**src/rtl/uart_mode_engine.sv**
```systemverilog
// rtl/uart_mode_engine.sv - UART mode engine: ID send, pattern match response, echo, TX FIFO
// Received bytes feed a display shift register and a match window in every mode.
module uart_mode_engine #(
  parameter int DISP_CHARS = 5,
  parameter int FIFO_DEPTH = 16,
  parameter int ID_LEN = 8,
  parameter logic [8*ID_LEN-1:0] ID_STR = "23001234",
  parameter int PAT_LEN = 5,
  parameter logic [8*PAT_LEN-1:0] PAT_STR = "hello",
  parameter int RESP_LEN = 4,
  parameter logic [8*RESP_LEN-1:0] RESP_STR = "OK\r\n"
) (
  input  logic                            clk,
  input  logic                            rst,
  input  logic [1:0]                      mode,
  input  logic                            send_req,
  input  logic                            rx_valid,
  input  logic [7:0]                      rx_data,
  input  logic                            tx_ready,
  output logic                            tx_valid,
  output logic [7:0]                      tx_data,
  output logic [8*DISP_CHARS-1:0]         display,
  output logic [$clog2(FIFO_DEPTH):0]     fifo_level,
  output logic [7:0]                      drop_cnt,
  output logic                            busy
);

  localparam int AW = $clog2(FIFO_DEPTH);
  localparam int MAXLEN = (ID_LEN > RESP_LEN) ? ID_LEN : RESP_LEN;
  localparam int IW = $clog2(MAXLEN + 1);
  localparam logic [AW:0] FULL_LEVEL = (AW+1)'(FIFO_DEPTH);

  typedef enum logic [1:0] {IDLE, SEND_ID, SEND_RESP} state_t;

  state_t                 state;
  logic [IW-1:0]          idx;
  logic [7:0]             mem [FIFO_DEPTH];
  logic [AW-1:0]          wr_ptr, rd_ptr;
  logic [8*PAT_LEN-1:0]   window, window_next;
  logic                   match, pop, can_push, gen_push, echo_req, echo_push, push, last_byte;
  logic [7:0]             gen_byte, push_data;

  assign tx_valid    = (fifo_level != '0);
  assign tx_data     = mem[rd_ptr];
  assign busy        = (state != IDLE);
  assign pop         = tx_valid && tx_ready;
  // A pop in the same cycle frees the slot, so a full FIFO can still accept.
  assign can_push    = (fifo_level != FULL_LEVEL) || pop;
  assign gen_push    = busy && can_push;
  assign echo_req    = (mode == 2'b10) && rx_valid;
  assign echo_push   = echo_req && can_push && !gen_push;
  assign push        = gen_push || echo_push;
  assign push_data   = gen_push ? gen_byte : rx_data;
  assign window_next = (window << 8) | (8*PAT_LEN)'(rx_data);
  assign match       = rx_valid && (window_next == PAT_STR);

  always_comb begin
    gen_byte  = 8'h00;
    last_byte = 1'b0;
    if (state == SEND_ID) begin
      gen_byte  = ID_STR[8*(ID_LEN-1-int'(idx)) +: 8];
      last_byte = (idx == IW'(ID_LEN-1));
    end else if (state == SEND_RESP) begin
      gen_byte  = RESP_STR[8*(RESP_LEN-1-int'(idx)) +: 8];
      last_byte = (idx == IW'(RESP_LEN-1));
    end
  end

  // Storage is not reset; clearing the pointers discards its contents.
  always_ff @(posedge clk) begin
    if (push) mem[wr_ptr] <= push_data;
  end

  always_ff @(posedge clk or posedge rst) begin
    if (rst) begin
      wr_ptr     <= '0;
      rd_ptr     <= '0;
      fifo_level <= '0;
      drop_cnt   <= 8'd0;
      display    <= '0;
      window     <= '0;
    end else begin
      if (push) wr_ptr <= wr_ptr + 1'b1;
      if (pop)  rd_ptr <= rd_ptr + 1'b1;
      if (push && !pop)      fifo_level <= fifo_level + 1'b1;
      else if (pop && !push) fifo_level <= fifo_level - 1'b1;
      if (echo_req && !echo_push && drop_cnt != 8'hFF) drop_cnt <= drop_cnt + 8'd1;
      if (rx_valid) begin
        display <= (display << 8) | (8*DISP_CHARS)'(rx_data);
        window  <= window_next;
      end
    end
  end

  always_ff @(posedge clk or posedge rst) begin
    if (rst) begin
      state <= IDLE;
      idx   <= '0;
    end else begin
      case (state)
        IDLE: begin
          idx <= '0;
          if (send_req && mode == 2'b00)   state <= SEND_ID;
          else if (match && mode == 2'b01) state <= SEND_RESP;
        end
        SEND_ID, SEND_RESP: begin
          if (gen_push) begin
            idx <= idx + 1'b1;
            if (last_byte) state <= IDLE;
          end
        end
        default: state <= IDLE;
      endcase
    end
  end

endmodule

```
**config.mk**
```make
export PLATFORM = sky130hd
export DESIGN_NAME = uart_mode_engine
export DESIGN_NICKNAME = d
export VERILOG_FILES = /design/src/rtl/uart_mode_engine.sv
export SDC_FILE = /design/constraint.sdc
export NUM_CORES = 1
export LEC_CHECK = 0
export BUFFER_PORTS_ARGS = -buffer_cell sky130_fd_sc_hd__buf_2
export CAP_MARGIN = 20
export CORE_MARGIN = 4
export CORE_UTILIZATION = 53
export CTS_CLUSTER_DIAMETER = 80
export DETAILED_ROUTE_END_ITERATION = 8
export GPL_TIMING_DRIVEN = 0
export PLACE_DENSITY = 0.75
export SLEW_MARGIN = 20
export SYNTH_ARGS = -nofsm -noshare
export SYNTH_HDL_FRONTEND = slang
export SYNTH_SLANG_ARGS = --single-unit
```
**constraint.sdc**
```tcl
create_clock -name clk -period 3 [get_ports clk]
set_clock_uncertainty 0.05 [all_clocks]
set_input_delay 0.15 -clock clk [delete_from_list [all_inputs] [get_ports clk]]
set_output_delay 0.15 -clock clk [all_outputs]
set_load 0.005 [all_outputs]
```
==> results.cfg <==
[routing]
viasPerCell = 5.64
drc = 0
routedWlPerCell_um = 20.6
dr.first_iter.drc_count = 362
via_count = 4604
wl_um = 16800
antenna_left = 0
drt-pass1-iter-count = 5

[clock_network]
clockBufferDepth = 2
cts_made_buffers = 17
clk_latency_ps = 440
cts-htree-levels = 4
clk_pin_slew_ps = 70
cts_tree = yes
cts_root_buf = clkbuf_16
cts_sinks = 195

[layout]
antenna_cells = 0
final_cell_area_mm2 = 0.00975
finalNonFillerCells = 816
utilization_pct = 63.9
num-nets-final = 624
drive_gt1_share_pct = 37.4
syn_to_final_growth_pct = 17.6

[logic_synthesis]
synth_cells = 482
synth_common_cells = edfxtp_1, dfrtp_1, mux2_2
synth-seq-cells = 195
ys_dominant_reg_cell = edfxtp_1
synth_nets = 514
async_flop_share_pct = 34.4
synth_edf_count = 128
netlist-cell-type-count = 54
synthMostInstantiatedCell = edfxtp_1
synth.area.top_cells = edfxtp_1, dfrtp_1, mux4_2, mux2_2, ha_1
yosysTopAreaCellShare_pct = 46.4
synth_area_leader_cell = edfxtp_1
syn_area_mm2 = 0.00829
ys_seq_area_share_pct = 66.6
syn-mean-instance-area_um2 = 17.2
yosysWarningCount = 0

[die]
ioPinCount = 78
die_w_um = 133
die_h_um = 133
die_area_mm2 = 0.0177
start_util_pct = 54.3
fp-row-count = 45
core_region_area_mm2 = 0.0153

[power]
leakage_nw = 3.65
powerDensity_mw_per_mm2 = 988
vdd.ir_drop.worst_mv = 0.544
total_power_mw = 9.63

[timing]
holdWs_ps = 48.6
finalHoldViolCount = 0
max_freq_mhz = 352
final_min_period_over_clock_period_pct = 94.7
slew_viol_final = 0
worst_pin_slew_ps = 792
layout_min_cycle_time_ps = 2840
rsz0062_at_grt = false
relSlewSlack_pct = 47.2
setup_viol = 0

[global_routing]
antenna_found_initial = 0
grt_pass1_wl_um = 27100
grt_util_all_layers_pct = 20.3
grt_max_degree = 47
grt_overflow = 0
first_global_vias = 4878

[worst_setup_path]
cpPeakStageDelay_ps = 520
crit_chain = or4_4, buf_6, o21a_4, inv_1, ha_2, inv_2, fa_2, a21o_1, a21oi_2, mux2i_1, xnor2_1
path_max_fanout = 8
cp_slowest_cell = or4_4
start_kind = flop
path_class = flop to flop
reg2regPathDepth = 11
endpoint_kind = flop
crit_required_ps = 3310
arrival_ps = 3150

[min_path]
worstHoldPathCells = 3
min_path_type = input pin to flop

[placed_design]
placed_cells = 774
port_buffers = 76
gp_congestion = 0.870
placed_area_mm2 = 0.00901
hpwl_um = 11700

[run]
maxCapViolations = 0

[status]
status = complete, no violations
## metrics by stage
stage                     setup slack, ps  setup TNS (ps)
after floorplan                       158               0
after CTS                            6.58               0
after global placement               -777          -51130
after detailed placement             -375           -7890
after global routing                 3.80               0
final                                 159               0
## where the power goes
group | internal (mW) | leakage [nW] | switching (mW)
combinational | 1.61 | 1.40 | 1.89
sequential | 3.67 | 1.97 | 0.315
clock | 1.10 | 0.269 | 1.04
## cell families (layout without fill, tap and decap cells)
family	after synthesis	count (layout)	synth area share [%]
and+or+nand+nor	92	92	6.73
adders and majority gates	17	17	2.66
DFF	195	195	66.6
xor gates and xnor gates	18	18	1.90
AOI/OAI and AO/OA	37	37	3.26
muxes	85	85	17.0
buffers and inverters	38	161	1.87
## final timing paths
path,start,slack (ps),end
hold reg to reg,drop_cnt[6]$_DFFE_PP0P_,450,drop_cnt[6]$_DFFE_PP0P_
setup / recovery,fifo_level[1]$_DFFE_PP0P_,160,fifo_level[4]$_DFFE_PP0P_
hold / removal,tx_ready,50,rd_ptr[0]$_DFFE_PP0P_
max in group asynchronous,rst,2200,display[29]$_DFFE_PP0P_
setup reg to reg,fifo_level[1]$_DFFE_PP0P_,160,fifo_level[4]$_DFFE_PP0P_
min in group asynchronous,rst,180,drop_cnt[6]$_DFFE_PP0P_
## per-layer routing
| layer | global-route usage, % | part of all wire (%) |
|---|---|---|
| met3 | 4.49 | 4.3 |
| met2 | 32.9 | 50 |
| met5 | 0 | 0 |
| met1 | 27.5 | 43 |
| met4 | 6.93 | 2.1 |
## repair_timing
action                                 in CTS  in global routing
setup endpoints to repair                  41                 57
setup buffers                               1                  1
gates cloned                                0                  0
pin swaps                                   0                  1
hold buffers                                9                  0
gates resized for setup                     9                 14
endpoints found under the hold margin      75                  0
## cells in the final DEF, fill, tap and decap left out, types with 3 or more instances in the layout
| cell type | count |
|---|---|
| buf_2 | 77 |
| clkinvlp_4 | 3 |
| clkbuf_2 | 3 |
| inv_6 | 4 |
| inv_8 | 4 |
| dlygate4sd3_1 | 9 |
| nand4b_1 | 4 |
| buf_1 | 5 |
| clkbuf_16 | 17 |
| ha_1 | 15 |
| a32o_1 | 4 |
| nor2_1 | 11 |
| xor2_1 | 9 |
| nand4_1 | 5 |
| xnor2_1 | 9 |
| inv_1 | 13 |
| nand3b_1 | 3 |
| nor3_1 | 3 |
| and2_1 | 13 |
| nor4_1 | 5 |
| o21ai_0 | 7 |
| nor2b_1 | 4 |
| edfxtp_1 | 128 |
| mux4_2 | 40 |
| clkbuf_1 | 8 |
| a21oi_1 | 5 |
| nor4bb_1 | 4 |
| mux2_2 | 43 |
| buf_4 | 8 |
| nand3_1 | 3 |
| dfrtp_1 | 65 |
| nand2_1 | 17 |
## sequential cells by signal, indices dropped and copies added, names as in the netlist
signal	count
fifo_level	5
drop_cnt	8
idx	4
mem	128
state	2
wr_ptr	4
rd_ptr	4
display	40
## final cells by class
class / instances / area, um2
Tap cell: 211 / 264
Buffer: 21 / 103
Clock inverter: 15 / 136
Sequential cell: 195 / 5520
Timing Repair Buffer: 92 / 556
Multi-Input combinational cell: 249 / 2680
Fill cell: 1060 / 5510
Inverter: 16 / 62.6
Clock buffer: 17 / 425
## critical path: cells and delay by family, from the launching register on
family          cells  cell delay (ps)
fa+ha+maj           2              530
compound gates      3              580
mux                 1              230
flops               1              450
buf+inv             3              280
xor+xnor            1              130
simple gates        1              520
(Power assumes the default switching activity.)
